===== config.mk =====
export PLATFORM = sky130hd
export DESIGN_NAME = f3_wr_pack
export DESIGN_NICKNAME = d
export VERILOG_FILES = /design/src/rtl/f3_wr_pack.sv
export SDC_FILE = /design/constraint.sdc
export NUM_CORES = 1
export LEC_CHECK = 0
export CORE_ASPECT_RATIO = 1.25
export CORE_MARGIN = 2
export CORE_UTILIZATION = 30
export DETAILED_ROUTE_END_ITERATION = 8
export SLEW_MARGIN = 25
export SYNTH_ARGS = -nofsm -noshare
export SYNTH_HDL_FRONTEND = slang
export SYNTH_SLANG_ARGS = --single-unit

===== constraint.sdc =====
create_clock -name clk -period 8.92 [get_ports clk]
set_clock_uncertainty 0.2 [all_clocks]
set_input_delay 0.892 -clock clk [delete_from_list [all_inputs] [get_ports clk]]
set_output_delay 0.892 -clock clk [all_outputs]
set_load 0.01 [all_outputs]

===== src/rtl/f3_wr_pack.sv =====
// Write-side packer for the F3 feature buffer: packs LANES signed samples per RAM word.
// Optional ReLU clamp enabled by defining F3_WR_PACK_RELU_EN.
module f3_wr_pack #(
  parameter int DATA_W = 12,
  parameter int LANES  = 8,
  parameter int ADDR_W = 8
) (
  input  logic                    clk,
  input  logic                    rst_n,
  input  logic                    frame_start,
  input  logic                    din_valid,
  input  logic [DATA_W-1:0]       din,
  input  logic                    din_last,
  output logic                    din_ready,
  output logic [LANES*DATA_W-1:0] f3_wdata,
  output logic                    f3_wr_en,
  output logic [ADDR_W-1:0]       f3_waddr,
  output logic                    frame_done,
  output logic                    overflow
);

  localparam int LANE_W = (LANES > 1) ? $clog2(LANES) : 1;
  localparam int WORD_W = LANES * DATA_W;

  typedef enum logic [1:0] {
    S_IDLE = 2'd0,
    S_RUN  = 2'd1,
    S_FULL = 2'd2
  } state_t;

  state_t              state_q, state_d;
  logic [LANE_W-1:0]   lane_q, lane_d;
  logic [ADDR_W-1:0]   addr_q, addr_d;
  logic [WORD_W-1:0]   word_q, word_d;
  logic [WORD_W-1:0]   wdata_q, wdata_d;
  logic [ADDR_W-1:0]   waddr_q, waddr_d;
  logic                wr_q, wr_d;
  logic                done_q, done_d;
  logic                ovf_q, ovf_d;

  state_t              state_base;
  logic [LANE_W-1:0]   lane_base;
  logic [ADDR_W-1:0]   addr_base;
  logic [WORD_W-1:0]   word_base;
  logic [WORD_W-1:0]   word_ins;
  logic [DATA_W-1:0]   sample;
  logic                accept;

  assign din_ready = frame_start | (state_q == S_RUN);
  assign accept    = din_valid & din_ready;

  // Sample conditioning ahead of packing
  always_comb begin
`ifdef F3_WR_PACK_RELU_EN
    if (din[DATA_W-1]) begin
      sample = {DATA_W{1'b0}};
    end else begin
      sample = din;
    end
`else
    sample = din;
`endif
  end

  // Next-state logic; frame_start rebases the frame before the sample is applied
  always_comb begin
    state_base = frame_start ? S_RUN : state_q;
    lane_base  = frame_start ? {LANE_W{1'b0}} : lane_q;
    addr_base  = frame_start ? {ADDR_W{1'b0}} : addr_q;
    word_base  = frame_start ? {WORD_W{1'b0}} : word_q;

    state_d  = state_base;
    lane_d   = lane_base;
    addr_d   = addr_base;
    word_d   = word_base;
    ovf_d    = frame_start ? 1'b0 : ovf_q;
    wdata_d  = wdata_q;
    waddr_d  = waddr_q;
    wr_d     = 1'b0;
    done_d   = 1'b0;

    word_ins = word_base;
    for (int k = 0; k < LANES; k++) begin
      if (lane_base == LANE_W'(k)) begin
        word_ins[k*DATA_W +: DATA_W] = sample;
      end else begin
        word_ins[k*DATA_W +: DATA_W] = word_base[k*DATA_W +: DATA_W];
      end
    end

    if (accept) begin
      if ((lane_base == LANE_W'(LANES - 1)) || din_last) begin
        wr_d    = 1'b1;
        wdata_d = word_ins;
        waddr_d = addr_base;
        word_d  = {WORD_W{1'b0}};
        lane_d  = {LANE_W{1'b0}};
        if (din_last) begin
          done_d  = 1'b1;
          state_d = S_IDLE;
        end else if (addr_base == {ADDR_W{1'b1}}) begin
          // No wrap: park in FULL until the next frame_start
          ovf_d   = 1'b1;
          state_d = S_FULL;
        end else begin
          addr_d  = addr_base + ADDR_W'(1);
          state_d = S_RUN;
        end
      end else begin
        word_d = word_ins;
        lane_d = lane_base + LANE_W'(1);
      end
    end else begin
      word_d = word_base;
    end
  end

  // State and registered outputs with synchronous active-low reset
  always_ff @(posedge clk) begin
    if (!rst_n) begin
      state_q <= S_IDLE;
      lane_q  <= {LANE_W{1'b0}};
      addr_q  <= {ADDR_W{1'b0}};
      word_q  <= {WORD_W{1'b0}};
      wdata_q <= {WORD_W{1'b0}};
      waddr_q <= {ADDR_W{1'b0}};
      wr_q    <= 1'b0;
      done_q  <= 1'b0;
      ovf_q   <= 1'b0;
    end else begin
      state_q <= state_d;
      lane_q  <= lane_d;
      addr_q  <= addr_d;
      word_q  <= word_d;
      wdata_q <= wdata_d;
      waddr_q <= waddr_d;
      wr_q    <= wr_d;
      done_q  <= done_d;
      ovf_q   <= ovf_d;
    end
  end

  assign f3_wdata   = wdata_q;
  assign f3_waddr   = waddr_q;
  assign f3_wr_en   = wr_q;
  assign frame_done = done_q;
  assign overflow   = ovf_q;

endmodule

==> results of run 1 <==
[layer usage]
layer	share of wire, %	wire length (um)
met2	48	13300
met5	0.11	30
met1	44	12000
met4	2.6	708
met3	4.9	1350
[placed cells by master (no fill, tap or decap), types with 12 or more instances in the layout]
master,netlist,final
nand2_1,45,45
o21ai_0,17,17
o211ai_1,36,36
nor2_1,61,61
o21a_1,38,38
clkbuf_16,0,23
inv_1,17,16
nand2b_1,35,35
dfxtp_1,216,215
and2_1,38,38
clkdlybuf4s50_1,0,122
o2bb2ai_1,85,85
a21oi_1,97,97
and3_1,42,42
o22ai_1,33,33
a22o_1,19,19
nor3b_1,12,12
nand3_1,50,49
[metrics by stage]
stage          total power [mW]  instances
2_1_floorplan              1.06       1018
3_3_place_gp               1.11       1443
3_5_place_dp               1.11       1444
4_1_cts                    2.00       1482
5_1_grt                    2.05       1483
6_report                   1.98       1483
[power by group]
group | switching, mW | leakage (nW) | total, mW | internal, mW
sequential | 0.00252 | 1.74 | 0.972 | 0.970
clock | 0.377 | 0.332 | 0.895 | 0.518
combinational | 0.0839 | 1.78 | 0.116 | 0.0320
[how the worst min path moves through the flow]
stage                          start         end  cells past startpoint
after floorplan           word_q[84]  word_q[84]                      2
after global placement    word_q[84]  word_q[84]                      2
after detailed placement  word_q[86]  word_q[86]                      2
after CTS                 word_q[94]  word_q[94]                      2
after global routing      word_q[86]  word_q[86]                      2
final                     word_q[94]  word_q[94]                      2
[worst reg2reg max path: cells and delay by family (launching register included)]
kind / cells / cell delay [ns]
buffers and inverters: 3 / 0.77
adder cells (fa/ha/maj): 1 / 0.67
AO/OA/AOI/OAI: 1 / 0.16
flip-flops: 1 / 0.88
AND/OR/NAND/NOR: 3 / 1.17
[layout make-up]
cell class | count | area [um^2]
Clock buffer | 32 | 629
Clock inverter | 6 | 60.1
Fill cell | 3130 | 18800
Inverter | 20 | 75.1
Multi-Input combinational cell | 673 | 4290
Sequential cell | 216 | 4330
Tap cell | 401 | 502
Timing Repair Buffer | 135 | 1350
[kinds of logic (layout without fill, tap and decap cells)]
kind of cell    after synthesis  in the layout
buf+inv                     129            193
simple gates                308            308
fa+ha+maj                     7              7
compound gates              358            358
flops                       216            216
[sequential cells by signal (all words and copies together), names as in the netlist]
register    flops
overflow        1
word_q         96
frame_done      1
f3_waddr        8
lane_q          3
addr_q          8
f3_wr_en        1
state_q         2
f3_wdata       96
==> flow_summary.json, run 1 <==
{
  "drt_iter0_markers": 690,
  "critical_path_class": "in2reg",
  "path_cells": "buf_2 -> buf_4 -> nor2b_1 -> ha_1 -> ha_1 -> or2_1 -> nand3_4 -> buf_12 -> inv_2 -> a22o_1",
  "synth_mux_area_share_pct": 0,
  "layout_setup_ws_ns": 4.70,
  "synth-adder-area-share_pct": 0.960,
  "coreArea_um2": 30000,
  "pre_cts_ws_ns": 3.92,
  "critPathMostFrequentCell": "ha_1",
  "outcome": "completed",
  "yosysMostFrequentCell": "dfxtp_1",
  "min_period_over_period_pct": 47.3,
  "tightest_slew_ns": 0.970,
  "wl_per_cell_um": 18.5,
  "synthSimpleGateAreaFrac_pct": 18.1,
  "syn_to_final_growth_pct": 23.0,
  "rr_endpoint": "f3_wdata[92]",
  "cts_setup_buffers": 0,
  "initial_utilization_pct": 30.4,
  "drv_cap": 0,
  "remaining_drc_errors": 0,
  "clk_pin_slew_ns": 0.06,
  "start_kind": "input pin",
  "cts_tree": "built",
  "synth_top_area_cell": "dfxtp_1",
  "grt_first_pass_wirelength_mm": 42.6,
  "critical-path-max-stage-delay_ns": 0.68,
  "drive_above_1_share_pct": 5.36,
  "clk_path_buf_depth": 3,
  "required_ns": 9.16,
  "syn_avg_cell_area_um2": 8.96,
  "grtUsageMet2_pct": 28.9,
  "antenna_cells": 0,
  "reg2reg_depth": 8,
  "grt_usage_pct": 16.8,
  "overflow": 0,
  "period_needed_ns": 4.22,
  "met1_usage_pct": 21.4,
  "grt_pass1_vias": 7489,
  "htreeDepth": 1,
  "fp.dieArea_um2": 31800,
  "cp-endpoint": "f3_wdata[92]",
  "clock.fmax_mhz": 237,
  "num-nets-final": 1093,
  "num_rows": 71,
  "end_kind": "flip-flop",
  "setup_viol": 0,
  "grt_max_degree": 102,
  "syn-cell-area_um2": 9120,
  "yosys_warnings": 0,
  "maxSlewViolCount": 0,
  "min_path_type": "reg2reg",
  "cp-startpoint": "frame_start",
  "synthArstFlopShare_pct": 0,
  "io_pins": 125,
  "arrival_ns": 4.46,
  "ys_top_cells_by_count": "dfxtp_1 (216), a21oi_1 (97), o2bb2ai_1 (85)",
  "grt_antenna_before_repair": 2,
  "critPathBufInv": 4,
  "dpl_cell_area_um2": 10500,
  "p_per_area_nw_per_um2": 177,
  "viasPerCell": 5.19,
  "ant_nets": 0,
  "synth_top_area_share_pct": 47.4,
  "reg2reg_from": "lane_q[2]",
  "die_h_um": 199,
  "dr.pass1.iters": 4,
  "dr_total_vias": 7698,
  "seq_area_frac_synth_pct": 47.4,
  "synth_area_leaders": "dfxtp_1 (47%), o2bb2ai_1 (8.2%), a21oi_1 (5.3%)",
  "synth-main-ff-cell": "dfxtp_1",
  "cp.depth": 10,
  "clock-sinks": 216,
  "yosysUniqueCellTypes": 50,
  "reg2reg_slack_ns": 5.01,
  "whs_ns": 0.243,
  "cts_resized": 0,
  "grt_setup_unrepaired": "false",
  "gp_congestion": 0.775,
  "port_buffers": 124,
  "path_max_fanout": 72,
  "final_util_pct": 37.4,
  "top_usage_layer": "met2",
  "root_buffer": "clkbuf_16",
  "cp_slowest_cell": "ha_1",
  "netlist_instances": 1018,
  "p_leak_nw": 3.86,
  "hold_violations": 0,
  "synth_top_family_by_area": "compound AO/OA/AOI/OAI gates",
  "vdd.ir_drop.worst_v": 0.000108,
  "holdBufCountCts": 0,
  "synth_compound_area_share_pct": 27.7,
  "die_w_um": 160,
  "critical-path-top-delay-family": "simple AND/OR/NAND/NOR gates",
  "ys_ff_latch": 216,
  "grt.met3_usage_pct": 3.04,
  "syn_nets": 1042,
  "clock_latency_ns": 0.50,
  "fin_setup_tns_ns": 0,
  "route.final.wire_length_mm": 27.4,
  "dp_hpwl_mm": 17.1,
  "timing.slew.headroom_pct": 34.9,
  "synth-xor-area-share_pct": 0,
  "synth_edf_count": 0,
  "final_area_um2": 11200,
  "cts_inserted_buffers": 23
}
Note: power is estimated with default switching activity, not from simulation.
==> inputs of run 2 (changes only) <==
==> constraint.sdc (replaced) <==
create_clock -name clk -period 3.7 [get_ports clk]
set_clock_uncertainty 0.2 [all_clocks]
set_input_delay 0.37 -clock clk [delete_from_list [all_inputs] [get_ports clk]]
set_output_delay 0.37 -clock clk [all_outputs]
set_load 0.01 [all_outputs]
==> run 2 against run 1 <==
Against the previous run: sequential power is 140% higher; combinational power increased by 140%; highest routed layer unchanged; power rose to 2.5 times the previous value; global-route usage is essentially flat; die area unchanged; flip-flop and latch count is the same; final area up 1.4%; non-clock buffer count increased by 8; setup slack got worse by 3.8 ns; critical path depth decreased by 3; via count rose by 2.3%; cell count up 0.74%.
==> flow_summary.json, run 2 (synthesis gave the netlist of run 1 again) <==
{
  "dp_hpwl_mm": 17.7,
  "tightest_slew_ns": 0.971,
  "cts_setup_buffers": 0,
  "cts_inserted_buffers": 24,
  "p_per_area_nw_per_um2": 442,
  "port_buffers": 124,
  "cts_resized": 0,
  "hold_violations": 0,
  "end_kind": "flip-flop",
  "grt_usage_pct": 16.8,
  "route.final.wire_length_mm": 28.1,
  "syn_to_final_growth_pct": 24.7,
  "final_common_cell": "dfxtp_1",
  "finalPower_mw": 5.03,
  "pre_cts_ws_ns": 0.584,
  "clock_latency_ns": 0.53,
  "clock.fmax_mhz": 359,
  "start_kind": "flip-flop",
  "ant_nets": 0,
  "clk_path_buf_depth": 3,
  "drt_iter0_markers": 607,
  "grt_max_degree": 101,
  "dr.pass1.iters": 4,
  "drive_above_1_share_pct": 6.50,
  "clock-sinks": 216,
  "min_period_over_period_pct": 75.3,
  "io_pins": 125,
  "path_max_fanout": 11,
  "wl_per_cell_um": 18.8,
  "cts_tree": "built",
  "reg2reg_depth": 7,
  "remaining_drc_errors": 0,
  "die_w_um": 160,
  "fp.dieArea_um2": 31800,
  "period_needed_ns": 2.78,
  "viasPerCell": 5.27,
  "layout_setup_ws_ns": 0.915,
  "required_ns": 3.86,
  "final_cell_mix": "dfxtp_1 (216), clkdlybuf4s50_1 (122), a21oi_1 (97)",
  "grt_pass1_vias": 7434,
  "num-nets-final": 1102,
  "worstHoldPathCells": 2,
  "coreArea_um2": 30000,
  "overflow": 0,
  "initial_utilization_pct": 30.4,
  "num_rows": 71,
  "arrival_ns": 2.94,
  "holdBufCountCts": 0,
  "grt_antenna_before_repair": 1,
  "grt_setup_unrepaired": "false",
  "maxSlewViolCount": 0,
  "gp_congestion": 0.794,
  "setup_viol": 0,
  "antenna_cells": 0,
  "root_buffer": "clkbuf_16",
  "timing.slew.headroom_pct": 35.3,
  "die_h_um": 199,
  "clk_pin_slew_ns": 0.07,
  "fill_cells": 3114,
  "dr_total_vias": 7872,
  "outcome": "completed",
  "grt_first_pass_wirelength_mm": 42.8,
  "vdd.ir_drop.worst_v": 0.000321,
  "critical_path_class": "reg2reg",
  "p_leak_nw": 3.96,
  "fin_setup_tns_ns": 0,
  "drv_cap": 0,
  "min_path_type": "reg2reg",
  "htreeDepth": 1
}
[run 2: path summary, 6_finish.rpt]
check,start,endpoint,slack [ns]
min reg2reg,word_q[85],word_q[85],0.24
min,word_q[85],word_q[85],0.24
max reg2reg,lane_q[0],word_q[64],0.92
max,lane_q[0],word_q[64],0.92
[run 2: power breakdown]
part           switching (mW)  internal, mW
Sequential            0.00616          2.34
Clock                   0.968          1.44
Combinational           0.208        0.0758
[run 2: area by class of cell]
cell class | count | area [um^2] | area share, %
multi-input cells | 673 | 4290 | 37.7
flip-flops and latches | 216 | 4320 | 38.0
clock inverters | 5 | 53.8 | 0.473
repair buffers | 143 | 1400 | 12.3
clock buffers | 36 | 737 | 6.48
inverters | 20 | 75.1 | 0.660
well taps | 401 | 502 | 4.41
[run 2: stage by stage]
stage | cells | cell area (um^2) | hold slack [ns] | utilization [%]
final | 1494 | 11400 | 0.241 | 37.9
after global routing | 1494 | 11400 | 0.256 | 37.9
after CTS | 1494 | 11400 | 0.232 | 37.9
after detailed placement | 1453 | 10600 | 0.235 | 35.3
after global placement | 1453 | 10600 | 0.229 | 35.3
after floorplan | 1018 | 9120 | 0.221 | -
[run 2: metal layers]
metal	vias up	routed length, um	GRT usage (%)
met1	3780	12200	21.5
met2	224	13400	28.8
met4	2	770	5.27
met5	-	13	0
li1	3814	-	-
met3	52	1630	3.11
[run 2: critical path, cell delays in order, from the launching register on]
cell,delay [ns]
dfxtp_1,0.31
nor2b_1,0.30
ha_1,0.24
ha_1,0.17
or2_1,0.39
nor2_1,0.10
o21ai_1,0.70
o22ai_1,0.19
==> inputs of run 3 (changes only) <==
==> constraint.sdc (replaced) <==
create_clock -name clk -period 2.45 [get_ports clk]
set_clock_uncertainty 0.2 [all_clocks]
set_input_delay 0.245 -clock clk [delete_from_list [all_inputs] [get_ports clk]]
set_output_delay 0.245 -clock clk [all_outputs]
set_load 0.01 [all_outputs]
==> run 3 against run 2 <==
Against the previous run: flip-flop and latch count did not move; global-route usage grew 0.057 points; power increased by 55%; cell count up 2.7%; first-iteration DRC count down 22%; routed wire length barely moved; sequential power increased by 51%; core utilization rose by 1.3 points; critical endpoint is now addr_q[5]; count of clock-buffer cells in the layout is the same; non-clock buffer count increased by 36.
==> flow_summary.json, run 3 (synthesis gave the netlist of run 1 again) <==
{
  "seqCellArea_um2": 4320,
  "coreArea_um2": 30000,
  "grt_max_degree": 65,
  "die_h_um": 199,
  "end_kind": "flip-flop",
  "ant_nets": 0,
  "hold_violations": 0,
  "finalPower_mw": 7.79,
  "p_per_area_nw_per_um2": 662,
  "vdd.ir_drop.worst_v": 0.000362,
  "outcome": "completed",
  "cp_slowest_cell": "or4_1",
  "io_pins": 125,
  "num_rows": 71,
  "tightest_slew_ns": 0.775,
  "cts_inserted_buffers": 24,
  "critical_path_class": "reg2reg",
  "p_leak_nw": 4.16,
  "path_max_fanout": 8,
  "drive_above_1_share_pct": 10.2,
  "start_kind": "flip-flop",
  "clock_latency_ns": 0.51,
  "dr_total_vias": 7969,
  "reg2reg_slack_ns": 0.15,
  "maxSlewViolCount": 0,
  "fp.dieArea_um2": 31800,
  "grt_setup_unrepaired": "false",
  "dpl_cell_area_um2": 10900,
  "min_path_type": "in2reg",
  "grt_first_pass_wirelength_mm": 43.0,
  "arrival_ns": 2.55,
  "required_ns": 2.70,
  "clock-sinks": 216,
  "dp_hpwl_mm": 18.4,
  "critPathBufInv": 2,
  "min_period_over_period_pct": 93.9,
  "drv_cap": 0,
  "die_w_um": 160,
  "whs_ns": 0.0512,
  "clock.fmax_mhz": 435,
  "period_needed_ns": 2.30,
  "grt_usage_pct": 16.9,
  "final_util_pct": 39.2,
  "final_area_um2": 11800,
  "final_cells": 1534,
  "dr.pass1.iters": 6,
  "gp_congestion": 0.819,
  "route.final.wire_length_mm": 28.1,
  "grt_antenna_before_repair": 3,
  "port_buffers": 124,
  "num-nets-final": 1138,
  "clk_path_buf_depth": 3,
  "path_cells": "nand2_4 -> inv_2 -> ha_2 -> ha_2 -> buf_4 -> and3b_1 -> o21ai_2 -> or4_1 -> a21oi_1",
  "final_cell_mix": "dfxtp_1 (216), clkdlybuf4s50_1 (122), a21oi_1 (97)",
  "syn_to_final_growth_pct": 28.9,
  "wl_per_cell_um": 18.3,
  "root_buffer": "clkbuf_16",
  "place_inst": 1487,
  "drt_iter0_markers": 472,
  "critPathMostFrequentCell": "ha_2",
  "htreeDepth": 1,
  "multi_input_area_um2": 4310,
  "remaining_drc_errors": 0,
  "fill_cells": 3038,
  "critical-path-top-delay-family": "simple AND/OR/NAND/NOR gates",
  "cts_setup_buffers": 0,
  "setup_viol": 0,
  "cts_tree": "built",
  "overflow": 0,
  "grt_pass1_vias": 7785,
  "timing.slew.headroom_pct": 48.2,
  "viasPerCell": 5.19,
  "final_common_cell": "dfxtp_1",
  "initial_utilization_pct": 30.4,
  "critical-path-max-stage-delay_ns": 0.52,
  "clk_pin_slew_ns": 0.06
}
==> run 3: through the flow <==
step                TNS, ns  setup slack, ns
CTS                       0           0.0274
finish                    0            0.150
detailed placement    -1.81           -0.117
floorplan                 0          0.00466
global placement     -0.560          -0.0484
global route              0           0.0575
==> run 3: cell type report <==
type	instances	share of cell area [%]
Clock inverter	7	0.989
Multi-Input combinational cell	673	36.6
Sequential cell	216	36.8
Antenna cell	2	0.0425
Timing Repair Buffer	179	14.5
Clock buffer	36	6.09
Inverter	20	0.659
Tap cell	401	4.26
==> run 3: final timing paths <==
path          startpoint          to  cells past startpoint
max            lane_q[1]   addr_q[5]                      9
max reg2reg    lane_q[1]   addr_q[5]                      9
min          frame_start   lane_q[2]                      5
min reg2reg   word_q[94]  word_q[94]                      2
==> run 3: timing repair <==
action | CTS | global route
setup endpoints to repair | 9 | 23
hold buffers | 2 | 0
gates resized for setup | 1 | 3
hold endpoints to repair | 4 | 0
==> run 3: worst reg2reg max path: stages, from the launching register on <==
cell and delay [ns]:
dfxtp_1 0.36, nand2_4 0.07, inv_2 0.07, ha_2 0.19, ha_2 0.19, buf_4 0.12, and3b_1 0.23, o21ai_2 0.13
or4_1 0.52, a21oi_1 0.14
==> run 3: power breakdown <==
part	total, mW	switching, mW	internal [mW]
registers	3.54	0.00954	3.53
logic	0.468	0.320	0.148
clock network	3.79	1.45	2.33
total	7.79	1.78	6.01
==> run 3: routing by layer <==
metal  vias up  share of wire (%)  routed length (um)  GRT usage [%]
li1       3903                  -                   -              -
met1      3820                 43               12100           20.8
met2       188                 49               13800           29.6
met3        56                4.5                1260           2.63
met4         2                3.2                 901           6.54
met5         -              0.046                  13              0
